--- config.mk ---
export PLATFORM = sky130hd
export DESIGN_NAME = multiple_bcd
export DESIGN_NICKNAME = d
export VERILOG_FILES = /design/src/rtl/multiple_bcd.sv
export SDC_FILE = /design/constraint.sdc
export NUM_CORES = 1
export LEC_CHECK = 0
export ABC_CLOCK_PERIOD_IN_PS = 1960
export CAP_MARGIN = 0
export CORE_MARGIN = 2
export CORE_UTILIZATION = 45
export DETAILED_ROUTE_END_ITERATION = 10
export GPL_TIMING_DRIVEN = 0
export HOLD_SLACK_MARGIN = 0.15
export PLACE_DENSITY = 0.7
export SYNTH_ARGS = -nofsm -noshare
export SYNTH_HDL_FRONTEND = slang
export SYNTH_SLANG_ARGS = --single-unit
export TNS_END_PERCENT = 100
--- constraint.sdc ---
create_clock -name clk -period 1.96 [get_ports clk]
set_input_delay 0.588 -clock clk [delete_from_list [all_inputs] [get_ports clk]]
set_output_delay 0.588 -clock clk [all_outputs]
set_load 0.02 [all_outputs]
--- src/rtl/multiple_bcd.sv ---
`default_nettype none
// ============================================================================
// Module      : multiple_bcd
// Description : Four-digit cascaded BCD counter (0000..9999, wraps) with
//               tick prescaler, forming the stopwatch time base.
// Revision    : 1.0 - initial release
// ============================================================================
module multiple_bcd #(
  parameter int PRESCALE = 1
) (
  input  logic       clk,
  input  logic       reset,
  input  logic       en,
  output logic [3:0] d1,
  output logic [3:0] d2,
  output logic [3:0] d3,
  output logic [3:0] d4
);

  localparam int PW = (PRESCALE > 1) ? $clog2(PRESCALE) : 1;
  localparam logic [PW-1:0] PRE_LAST = PW'(PRESCALE - 1);

  logic [PW-1:0] prescaler;
  logic          tick;
  logic [3:0]    stage_en;
  logic [15:0]   digits;

  assign tick = en && (prescaler == PRE_LAST);

  always_ff @(posedge clk or posedge reset) begin
    if (reset) begin
      prescaler <= '0;
    end else if (en) begin
      if (tick) prescaler <= '0;
      else      prescaler <= prescaler + 1'b1;
    end
  end

  assign stage_en[0] = tick;

  // Each stage advances on its ripple enable; values >= 9 roll to 0 and carry,
  // so out-of-range digits self-heal on their next increment.
  for (genvar i = 0; i < 4; i++) begin : g_stage
    logic [3:0] q;
    logic       at_max;

    assign at_max = (q >= 4'd9);

    always_ff @(posedge clk or posedge reset) begin
      if (reset) begin
        q <= 4'd0;
      end else if (stage_en[i]) begin
        q <= at_max ? 4'd0 : q + 4'd1;
      end
    end

    assign digits[4*i +: 4] = q;

    if (i < 3) begin : g_carry
      assign stage_en[i+1] = stage_en[i] & at_max;
    end
  end

  assign d1 = digits[3:0];
  assign d2 = digits[7:4];
  assign d3 = digits[11:8];
  assign d4 = digits[15:12];

endmodule
`default_nettype wire

==> run_results.csv <==
group,metric,value,unit
floorplanning,design.core.area,2170,um^2
drt,drt_wl_total,1950,um
power_and_ir_drop,cellPowerDensity,1000,nW/um^2
setup_path,cp_slowest_cell,"clkdlybuf4s50_1",
synth,synthCells,101,
setup_path,crit_buf_inv,1,
global_routing,grt_max_degree,18,
status,outcome,"completed",
global_routing,grt_pass1_wl,3290,um
floorplanning,die-area,2660,um^2
drt,drt_first_pass_iters,4,
finish,final_common_cell,"dfrtp_1",
synth,synth_top_area_cell,"dfrtp_1",
sta,drv_slew,0,
finish,nets,141,
global_routing,grt_pass1_vias,747,
placement,port_buffers,18,
setup_path,timing.reg2reg.setup_slack,0.13,ns
setup_path,critPathLaunchType,"flip-flop",
finish,final-seq-area,425,um^2
clocking,cts_tree,"built",
setup_path,crit_family,"buffers and inverters",
clocking,h-tree-depth,1,
setup_path,crit_arrival,1.34,ns
synth,ys_types,31,
synth,synth_area,1020,um^2
placement,gp_congestion,0.722,
sta,hold_viol_final,0,
global_routing,grt_antenna_before_repair,0,
synth,syn_nets,116,
clocking,clkLatencyLatePin,0.29,ns
clocking,cts_root_buffer,"clkbuf_4",
synth,synth_top_family_by_area,"compound AO/OA/AOI/OAI gates",
floorplanning,die_w,51.6,um
drt,drtIter0Drc,4,
drt,via_count,845,
sta,setup_viol,0,
synth,avgSynthCellArea,10.1,um^2
min_path,hold_path_class,"flip-flop to flip-flop",
setup_path,slowest_delay,0.63,ns
floorplanning,fp.dieH,51.6,um
sta,clock_skew,0.00541,ns
sta,finalCriticalPeriod,1.93,ns
drt,wl_per_cell,12.8,um
floorplanning,rows,17,
sta,worstMarginPinSlew,0.651,ns
setup_path,cp.required,1.37,ns
power_and_ir_drop,ir_worst_vdd,744,uV
finish,drive_gt1_share,15.2,%
finish,layout_common_cells,"dfrtp_1, inv_1, ha_1",
sta,fmax,519,MHz
clocking,cts_hold_buf,0,
drt,drc_errors,0,
global_routing,grt.overflow.total,0,
finish,syn2layout_area_growth,30.9,%
floorplanning,initial_core_util,47.0,%
floorplanning,ios,19,
finish,multi_input_comb_area,577,um^2
power_and_ir_drop,p_leak,0.753,nW
sta,slew_headroom,56.6,%
placement,hpwl,1450,um
placement,dp_cells,147,
global_routing,track_usage,16.5,%
synth,yosys.area_share.xor_xnor,0,%
synth,ys_seq_area_share,41.7,%
synth,synth_seq_cells,17,
clocking,numCtsBuffers,3,
synth,synth_area_leaders,"dfrtp_1, ha_1, inv_1",
sta,fin_crit_sh,98.3,%
finish,num-fill-cells,200,
setup_path,crit_fanout,4,
synth,synth_compound_area_share,20.5,%
synth,synth_top_area_share,41.7,%
run,maxCapViolations,0,
drt,viasPerCell,5.52,
setup_path,critPathCaptureType,"output port",
finish,fin_cells,153,
synth,ys_warn_count,0,
finish,utilization,61.5,%
clocking,cts.sinks,17,
synth,muxShareOfSynthArea,0.982,%
clocking,cts.clk_slew.worst_paths,0.10,ns
setup_path,crit_type,"flip-flop to output port",
setup_path,critical_path.cell_chain,"clkdlybuf4s50_1",
finish,n_antenna_cell,0,
synth,synth_fa_ha_area_share,14.7,%
clocking,cts_buffer_depth,2,
synth,yosys.area_share.simple,15.8,%
drt,postRouteAntennaNets,0,
[synth_stat cells]
| master | n |
|---|---|
| o32a_2 | 1 |
| nor2_1 | 4 |
| and3_4 | 1 |
| or3b_4 | 1 |
| nand3_1 | 5 |
| o41ai_1 | 3 |
| o31ai_2 | 1 |
| a31oi_1 | 1 |
| o31a_1 | 1 |
| buf_6 | 1 |
| o21ai_0 | 9 |
| nor4_1 | 2 |
| nor3_1 | 1 |
| a21oi_1 | 2 |
| or2b_1 | 1 |
| nand2_4 | 1 |
| nand2_1 | 8 |
| a41oi_2 | 1 |
| dfrtp_1 | 17 |
| o31ai_1 | 5 |
| mux2i_1 | 1 |
| a21o_1 | 1 |
| inv_1 | 14 |
| ha_1 | 12 |
| nand2b_1 | 1 |
| nor2b_4 | 1 |
| and3_1 | 1 |
| o2bb2ai_1 | 1 |
| a41oi_1 | 1 |
| nor2b_1 | 1 |
| o31a_2 | 1 |
[kinds of logic (layout without fill, tap and decap cells)]
logic type | Yosys count | in the layout
adder cells (fa/ha/maj) | 12 | 12
flip-flops | 17 | 17
buffers and inverters | 15 | 39
AO/OA/AOI/OAI | 28 | 28
multiplexers | 1 | 1
AND/OR/NAND/NOR | 28 | 28
[power breakdown]
group	internal, mW	switching [mW]	total (mW)
registers	0.427	0.127	0.554
logic	0.256	0.341	0.596
clock network	0.0791	0.109	0.188
total	0.762	0.577	1.34
[metal layers]
metal / part of all wire (%) / wire, um / GRT usage [%] / vias to the layer above
met2: 49 / 963 / 28.4 / 16
met1: 46 / 892 / 21.0 / 413
li1: - / - / - / 412
met4: 1.2 / 23 / 5.26 / 0
met5: 0 / 0 / 0 / -
met3: 3.6 / 71 / 2.59 / 4
[cell type report]
cell class | instances | share of cell area (%)
sequential | 17 | 31.9
clock buffer | 4 | 1.97
multi-input combinational | 69 | 43.2
inverter | 14 | 3.94
tap | 28 | 2.62
timing repair buffer | 20 | 15.6
buffer | 1 | 0.843
[path summary, 6_finish.rpt]
check,from,end,cells after the start
worst max register to register,d1[0],d4[3],7
min in group asynchronous,reset,d1[2],2
max in group asynchronous,reset,d4[2],2
worst min register to register,d1[2],d1[2],1
worst max-delay path,d2[1],d2[1],1
worst min-delay path,d1[2],d1[2],1
[metrics by stage]
| step | total power, mW | setup slack [ns] | area (um^2) | TNS [ns] | hold WS [ns] |
|---|---|---|---|---|---|
| CTS | 1.32 | 0.00641 | 1260 | 0 | 0.558 |
| detailed placement | 1.16 | -0.366 | 1230 | -1.86 | 0.545 |
| global route | 1.43 | -0.00533 | 1340 | -0.00533 | 0.573 |
| finish | 1.34 | 0.0333 | 1340 | 0 | 0.549 |
| global placement | 1.13 | -0.326 | 1230 | -1.42 | 0.529 |
| floorplan | 0.913 | 0.140 | 1020 | 0 | 0.514 |
[flip-flops by register name (all words and copies together), names as in the netlist]
register   flops
d2             4
prescaler      1
d1             4
d3             4
d4             4
[what timing repair did]
item	4_1_cts	5_1_grt
hold endpoints to repair	0	0
resized for setup	7	14
buffers inserted	0	2
setup endpoints to repair	8	11
[worst reg2reg max path: stages, from the launching register on]
cell and delay, ns:
dfrtp_1 0.46, inv_1 0.07, ha_1 0.18, or3b_4 0.26, and3_4 0.18, buf_6 0.13, nand2_4 0.08, o32a_2 0.36
(Power assumes the default switching activity.)
